==> src/rtl/axis_pkt_arbiter.sv <==
// axis_pkt_arbiter: packet-granular round-robin arbiter merging NUM_REQ
// AXI-Stream requesters onto one stream toward the network TX FIFO.
// A grant is held from the first beat until the accepted tlast beat, so
// frames never interleave; one IDLE bubble separates consecutive packets.
// Optional feature: define ARB_PKT_LEN_LIMIT_EN to enable the length
// watchdog (truncate at MAX_PKT_LEN beats, drain the remainder, flag it).
module axis_pkt_arbiter #(
   parameter int NUM_REQ     = 2,
   parameter int DATA_WIDTH  = 8,
   parameter int MAX_PKT_LEN = 1518
) (
   input  logic                                            axis_aclk,
   input  logic                                            axis_aresetn,
   input  logic [NUM_REQ*DATA_WIDTH-1:0]                   s_axis_tdata,
   input  logic [NUM_REQ-1:0]                              s_axis_tvalid,
   input  logic [NUM_REQ-1:0]                              s_axis_tlast,
   output logic [NUM_REQ-1:0]                              s_axis_tready,
   output logic [DATA_WIDTH-1:0]                           m_axis_tdata,
   output logic                                            m_axis_tvalid,
   output logic                                            m_axis_tlast,
   input  logic                                            m_axis_tready,
   output logic [((NUM_REQ > 1) ? $clog2(NUM_REQ) : 1)-1:0] grant_id,
   output logic                                            busy,
   output logic                                            pkt_trunc
);

   localparam int GW = (NUM_REQ > 1) ? $clog2(NUM_REQ) : 1;

`ifdef ARB_PKT_LEN_LIMIT_EN
   localparam int CW = $clog2(MAX_PKT_LEN + 1);
   typedef enum logic [1:0] {S_IDLE, S_XFER, S_DRAIN} state_e;
`else
   typedef enum logic [0:0] {S_IDLE, S_XFER} state_e;
`endif

   state_e        state_q, state_d;
   logic [GW-1:0] grant_q, grant_d;
   logic [GW-1:0] rr_ptr_q, rr_ptr_d;

`ifdef ARB_PKT_LEN_LIMIT_EN
   logic [CW-1:0] cnt_q, cnt_d;
   logic          trunc_q, trunc_d;
   logic          at_limit;
`endif

   // per-requester data slices, indexable by grant
   logic [DATA_WIDTH-1:0] s_data [NUM_REQ];
   for (genvar i = 0; i < NUM_REQ; i++) begin : g_unpack
      assign s_data[i] = s_axis_tdata[i*DATA_WIDTH +: DATA_WIDTH];
   end

   // round-robin pointer after serving the current grant, wrapping at NUM_REQ
   logic [GW:0]   g_inc;
   logic [GW-1:0] ptr_next;
   assign g_inc    = {1'b0, grant_q} + (GW+1)'(1);
   assign ptr_next = (g_inc == (GW+1)'(NUM_REQ)) ? '0 : g_inc[GW-1:0];

`ifdef ARB_PKT_LEN_LIMIT_EN
   // current beat is beat number MAX_PKT_LEN of the packet
   assign at_limit = (cnt_q == CW'(MAX_PKT_LEN - 1));
`endif

   // winner search: first valid requester starting at rr_ptr, wrapping
   logic [GW-1:0] win;
   logic          win_vld;
   logic [GW:0]   cand;
   always_comb begin
      win     = '0;
      win_vld = 1'b0;
      cand    = '0;
      for (int k = 0; k < NUM_REQ; k++) begin
         cand = {1'b0, rr_ptr_q} + (GW+1)'(k);
         if (cand >= (GW+1)'(NUM_REQ)) cand = cand - (GW+1)'(NUM_REQ);
         if (!win_vld && s_axis_tvalid[cand[GW-1:0]]) begin
            win_vld = 1'b1;
            win     = cand[GW-1:0];
         end
      end
   end

   // next-state logic and stream muxing
   always_comb begin
      state_d       = state_q;
      grant_d       = grant_q;
      rr_ptr_d      = rr_ptr_q;
      s_axis_tready = '0;
      m_axis_tdata  = '0;
      m_axis_tvalid = 1'b0;
      m_axis_tlast  = 1'b0;
`ifdef ARB_PKT_LEN_LIMIT_EN
      cnt_d         = cnt_q;
      trunc_d       = trunc_q;
`endif
      case (state_q)
         S_IDLE: begin
            if (win_vld) begin
               grant_d = win;
               state_d = S_XFER;
`ifdef ARB_PKT_LEN_LIMIT_EN
               cnt_d   = '0;
`endif
            end
         end
         S_XFER: begin
            m_axis_tdata           = s_data[grant_q];
            m_axis_tvalid          = s_axis_tvalid[grant_q];
`ifdef ARB_PKT_LEN_LIMIT_EN
            m_axis_tlast           = s_axis_tlast[grant_q] | at_limit;
`else
            m_axis_tlast           = s_axis_tlast[grant_q];
`endif
            s_axis_tready[grant_q] = m_axis_tready;
            if (m_axis_tvalid && m_axis_tready && m_axis_tlast) begin
               rr_ptr_d = ptr_next;
               state_d  = S_IDLE;
            end
`ifdef ARB_PKT_LEN_LIMIT_EN
            if (m_axis_tvalid && m_axis_tready) begin
               cnt_d = cnt_q + CW'(1);
               // forced tlast on a runaway packet: discard the tail instead
               if (at_limit && !s_axis_tlast[grant_q]) begin
                  rr_ptr_d = rr_ptr_q;
                  trunc_d  = 1'b1;
                  state_d  = S_DRAIN;
               end
            end
`endif
         end
`ifdef ARB_PKT_LEN_LIMIT_EN
         S_DRAIN: begin
            s_axis_tready[grant_q] = 1'b1;
            if (s_axis_tvalid[grant_q] && s_axis_tlast[grant_q]) begin
               rr_ptr_d = ptr_next;
               state_d  = S_IDLE;
            end
         end
`endif
         default: state_d = S_IDLE;
      endcase
   end

   // state registers, cleared asynchronously
   always_ff @(posedge axis_aclk or negedge axis_aresetn) begin
      if (!axis_aresetn) begin
         state_q  <= S_IDLE;
         grant_q  <= '0;
         rr_ptr_q <= '0;
`ifdef ARB_PKT_LEN_LIMIT_EN
         cnt_q    <= '0;
         trunc_q  <= 1'b0;
`endif
      end else begin
         state_q  <= state_d;
         grant_q  <= grant_d;
         rr_ptr_q <= rr_ptr_d;
`ifdef ARB_PKT_LEN_LIMIT_EN
         cnt_q    <= cnt_d;
         trunc_q  <= trunc_d;
`endif
      end
   end

   assign grant_id = grant_q;
   assign busy     = (state_q != S_IDLE);
`ifdef ARB_PKT_LEN_LIMIT_EN
   assign pkt_trunc = trunc_q;
`else
   assign pkt_trunc = 1'b0;
`endif

endmodule

==> config.mk <==
export PLATFORM = sky130hd
export DESIGN_NAME = axis_pkt_arbiter
export DESIGN_NICKNAME = d
export VERILOG_FILES = /design/src/rtl/axis_pkt_arbiter.sv
export SDC_FILE = /design/constraint.sdc
export NUM_CORES = 1
export LEC_CHECK = 0
export ABC_AREA = 1
export CAP_MARGIN = 20
export CORE_AREA = 2 2 39 41
export DETAILED_ROUTE_END_ITERATION = 8
export DIE_AREA = 0 0 41 43
export PLACE_DENSITY = 0.75
export SETUP_SLACK_MARGIN = 0.1
export SYNTH_ARGS = -nofsm -noshare
export SYNTH_HDL_FRONTEND = slang
export SYNTH_SLANG_ARGS = --single-unit
==> constraint.sdc <==
create_clock -name axis_aclk -period 1.3 [get_ports axis_aclk]
set_input_delay 0.26 -clock axis_aclk [delete_from_list [all_inputs] [get_ports axis_aclk]]
set_output_delay 0.26 -clock axis_aclk [all_outputs]
set_load 0.05 [all_outputs]
Yosys cells after proc, flatten, opt, wreduce, memory -nomap -nowiden:

Cells that the tools add are included.

* flip-flop bits (word level): 3
* output and inout port bits: 15
* word-level logic and storage cells: 52
* bits of input ports: 23

* bitwise gates (word level): 3
* order comparisons: 7
* reductions and logical operators: 7
* mux-type cells: 27
* equal/unequal tests: 1
* add/sub/neg operators: 4

Operator list (number)
* $mux 8: 4
* $mux 1: 20
* $lt 1x2->1 const B: 3
* $add 1x1->2 const B: 2
* $ge 2x2->1 const B: 2
* $logic_and 1x1->1: 4
* $reduce_and 2->1: 2
* $and 2x2->2: 1
* $eq 2x2->1 const B: 1
* $ge 1x2->1 const B: 1
* $mux 2: 1
* $not 1->2: 1
* $pmux 1 s2: 1
* $sub 1x1->1 const B: 2
* $demux 1 s1: 1
* $ge 1x1->1 const B: 1
* $logic_not 1->1: 1
* $not 1->1: 1

Logic depth before layout (Yosys ltp):

* word-level depth: 10
* depth in mapped cells: 6
* gate-level depth less buffers: 6

Worst setup path after synthesis:

No wires, ideal clock.

* kind: reg2out
* start point: reg state_q (netlist: busy)
* end point: out m_axis_tlast
* arrival: 1.724 ns
* required time: 1.040 ns
* path slack: -0.684 ns
* stages on the path, launching flop included: 4
* path buffers: 1
* cell sequence: dfrtp_1 > clkbuf_2 > inv_1 > a21oi_1

* longest elaborated chain between the ends: 1

Ends and longest elaborated chain
* from (decl): line 36 `state_e state_q, state_d;`
* from (signal assigned): line 153 `state_q <= state_d;`
* $mux 1: line 94 `case (state_q)`
* to (decl): line 20 `output logic m_axis_tlast,`

Every way passes these cells.

Final worst setup path:

* start point: reg grant_q (netlist: grant_id)
* end point: out m_axis_tdata[5]

* longest elaborated chain between the ends: 5

Ends and longest elaborated chain
* from (decl): line 37 `logic [GW-1:0] grant_q, grant_d;`
* from (signal assigned): line 154 `grant_q <= grant_d;`
* $not 1->2 (implied by the code): line 105 `m_axis_tdata = s_data[grant_q];`
* $mux 8 (implied by the code) (3 in series): line 105
* $mux 8: line 94
* to (decl): line 18 `output logic [DATA_WIDTH-1:0] m_axis_tdata,`

Every way passes these cells. The select of a mux whose other input is x is not followed.

==> Flow_metrics.wiki <==
{| class="wikitable"
! Metric !! Value
|-
| Clk_lat worst skew || ~230 ps
|-
| Cell Count, Final, Fillers Out || 128
|-
| Arrival time at the worst endpoint || 1220 ps
|-
| Final estimated routing congestion in global placement || 0.850
|-
| Post-route minimum period || 1480 ps
|-
| Violation count after the first detailed-routing iteration || 8
|-
| Vias in the first global route || just under 700
|-
| Number of port buffers || 36
|-
| Fraction of post-synthesis cell area in the top cell type by area || 22.3%
|-
| Flip-flop and latch count after synthesis || 3
|-
| Number of distinct standard cells referenced by the synthesized netlist || 17
|-
| Mean routed wirelength per cell || 17.5 um
|-
| Status || finished with violations
|-
| Type of the setup path with the least slack || reg2out
|-
| Post-placement cell count || 114
|-
| Critical Path Sink || m_axis_tdata[5]
|-
| CTS tree || done
|-
| Critical Path Start || grant_id$_DFFE_PN0P_
|-
| First-pass GRT wire length || 3380 um
|-
| All-layer global routing usage || just under 30%
|-
| Count of H-tree levels built during CTS || 1
|-
| Core area || 1380 um^2
|-
| Post-DP HPWL || 1120 um
|-
| Number of nets at the end of the flow || between 100 and 150
|-
| Startpoint of the most critical register-to-register path || grant_id$_DFFE_PN0P_
|-
| Proportion of synthesized chip area in sequential cells || 22.3%
|-
| Hold Crit Class || in2async
|-
| Synthesis Warnings || 0
|-
| Total DRC errors in the routed layout || 0
|-
| Total wirelength of the detailed-routed design || approximately 2200 um
|-
| Largest area contributor in the synthesized netlist || dfrtp_1
|-
| Dominant cells by area after synthesis || dfrtp_1, nor2_1, o21ai_0, nand2_1, inv_1
|-
| Setup violators final || 14
|-
| Minimum setup slack among reg-to-reg paths || 80 ps
|-
| Net count after synthesis || 81
|-
| Worst clock skew || 2.35 ps
|-
| Vias post-DR || 624
|-
| Site row count || 14
|-
| Data required time of the worst path || 1040 ps
|-
| Clk root buf || clkbuf_4
|-
| Die Y || 43 um
|-
| Worst-case setup slack after placement || -140 ps
|-
| Violations in the final reports || setup timing
|-
| IR drop worst, VDD || 0.00197 V
|-
| Max-cap violations || 0
|-
| Number of primary I/O pins || 38
|-
| Clock slew at reported path FFs || 40 ps
|-
| Setup repair after global routing missed its margin || true
|-
| Netlist Area Pre-Place || around 340 um^2
|-
| Number of detailed-route iterations in the first pass || 3
|-
| Via-per-instance ratio || 4.88
|-
| Power per unit of standard cell area || 2540 nW/um^2
|-
| Die outline area || 1760 um^2
|-
| Horizontal die dimension || 41 um
|-
| Maximum number of pins on one net before global-route repair || 9
|-
| Type of element launching the critical path || flip-flop
|-
| Global-route congestion overflow total || 0
|-
| Post-synthesis area per instance || 5.80 um^2
|-
| Largest fanout on the critical path || 7
|-
| Fraction of final layout cells with drive strength greater than 1 || 64.3%
|-
| Total clock sinks || 3
|-
| Instance count of the mapped netlist || slightly below 60
|-
| Capture instance of the worst register-to-register path || rr_ptr_q$_DFFE_PN0P_
|-
| Final period util || 114%
|-
| PnR worst setup slack || -185 ps
|-
| Clock buffer depth || 2
|-
| Remaining antenna violation count || 0
|-
| Initial cell density of the core || 24.3%
|-
| Count of endpoints failing hold in the final timing report || 0
|-
| Pins over their slew limit || 0
|-
| Initial antenna violation count || 0
|-
| Register-to-Register Path Depth || 7
|-
| Antenna Cells || 0
|-
| CTS buffer count || 3
|-
| Capturing element type of the critical path || primary output
|-
| Static power due to leakage || 0.544 nW
|-
| Layout-stage area growth over the synthesis result || 274%
|-
| Max Clk Rate || roughly 670 MHz
|}
[metrics by stage]
stage / hold slack (ps) / setup TNS, ps / utilization, % / power [mW] / cell area, um^2
after floorplan: -35.6 / -878 / - / 1.46 / 449
after global placement: 447 / -837 / 72.2 / 2.50 / 998
after detailed placement: 451 / -1080 / 72.2 / 2.53 / 998
after CTS: 204 / -1970 / 90.0 / 3.13 / 1240
after global routing: 219 / -2470 / 91.0 / 3.31 / 1260
final: 212 / -2030 / 91.0 / 3.20 / 1260
[power by group]
group,switching [mW],total [mW],internal (mW)
Clock,0.0450,0.160,0.115
Sequential,0.0629,0.198,0.135
Combinational,1.48,2.84,1.37
[worst min path at each step]
stage	slack, ps	endpoint	depth (start not counted)	start
6_report	210	busy$_DFF_PN0_	1	axis_aresetn
5_1_grt	220	busy$_DFF_PN0_	1	axis_aresetn
4_1_cts	200	busy$_DFF_PN0_	1	axis_aresetn
3_5_place_dp	450	rr_ptr_q$_DFFE_PN0P_	1	axis_aresetn
3_3_place_gp	450	rr_ptr_q$_DFFE_PN0P_	1	axis_aresetn
2_1_floorplan	-40	busy$_DFF_PN0_	0	axis_aresetn
[final cells by class]
| type | instances | area (um^2) |
|---|---|---|
| sequential | 3 | 77.6 |
| clock buffer | 4 | 26.3 |
| tap | 16 | 20.0 |
| multi-input combinational | 45 | 425 |
| inverter | 6 | 25.0 |
| fill | 46 | 124 |
| timing repair buffer | 54 | 686 |
[metal layers]
layer	track usage [%]	wire (um)
met1	35.1	847
met2	42.5	1100
met3	11.0	218
met4	16.7	78
met5	0	0
[critical path: stages (launching register included)]
cell	delay [ps]
dfrtp_2	420
inv_4	70
buf_12	140
nor2_2	160
nor2_4	60
buf_12	140
[logic make-up after synthesis]
kind of cell           count (synthesis)  synth area share [%]
AND/OR/NAND/NOR                       31                  40.5
buffers and inverters                 10                  16.0
AO/OA/AOI/OAI                         13                  20.1
flip-flops                             3                  22.3
other                                  1                  1.11
[cell usage after synthesis]
master / n
a21oi_1: 3
buf_4: 2
buf_6: 1
clkbuf_2: 1
conb_1: 1
dfrtp_1: 3
inv_1: 6
nand2_1: 8
nand2_2: 1
nand2_4: 1
nand3_1: 1
nand3_2: 1
nand4_1: 1
nor2_1: 18
o211ai_1: 1
o21ai_0: 8
o21ai_1: 1
[cells in the final DEF, fill, tap and decap left out, drive strengths merged]
master          n
a21oi           3
buf            32
clkbuf          4
clkdlybuf4s50  21
conb            1
dfrtp           3
dlygate4sd2     1
inv             6
nand2          10
nand3           2
nand4           1
nor2           18
o211ai          1
o21ai           9
[sequential cells by signal, summed over array words and instances, names as in the netlist]
signal and count:
busy 1, grant_id 1, rr_ptr_q 1
[what timing repair did]
item,CTS,global route
buffers inserted,9,1
hold endpoints to repair,0,0
pin swaps,9,3
setup endpoints to repair,13,16
hold buffers,0,0
gates resized for setup,39,2
(Power assumes the default switching activity.)
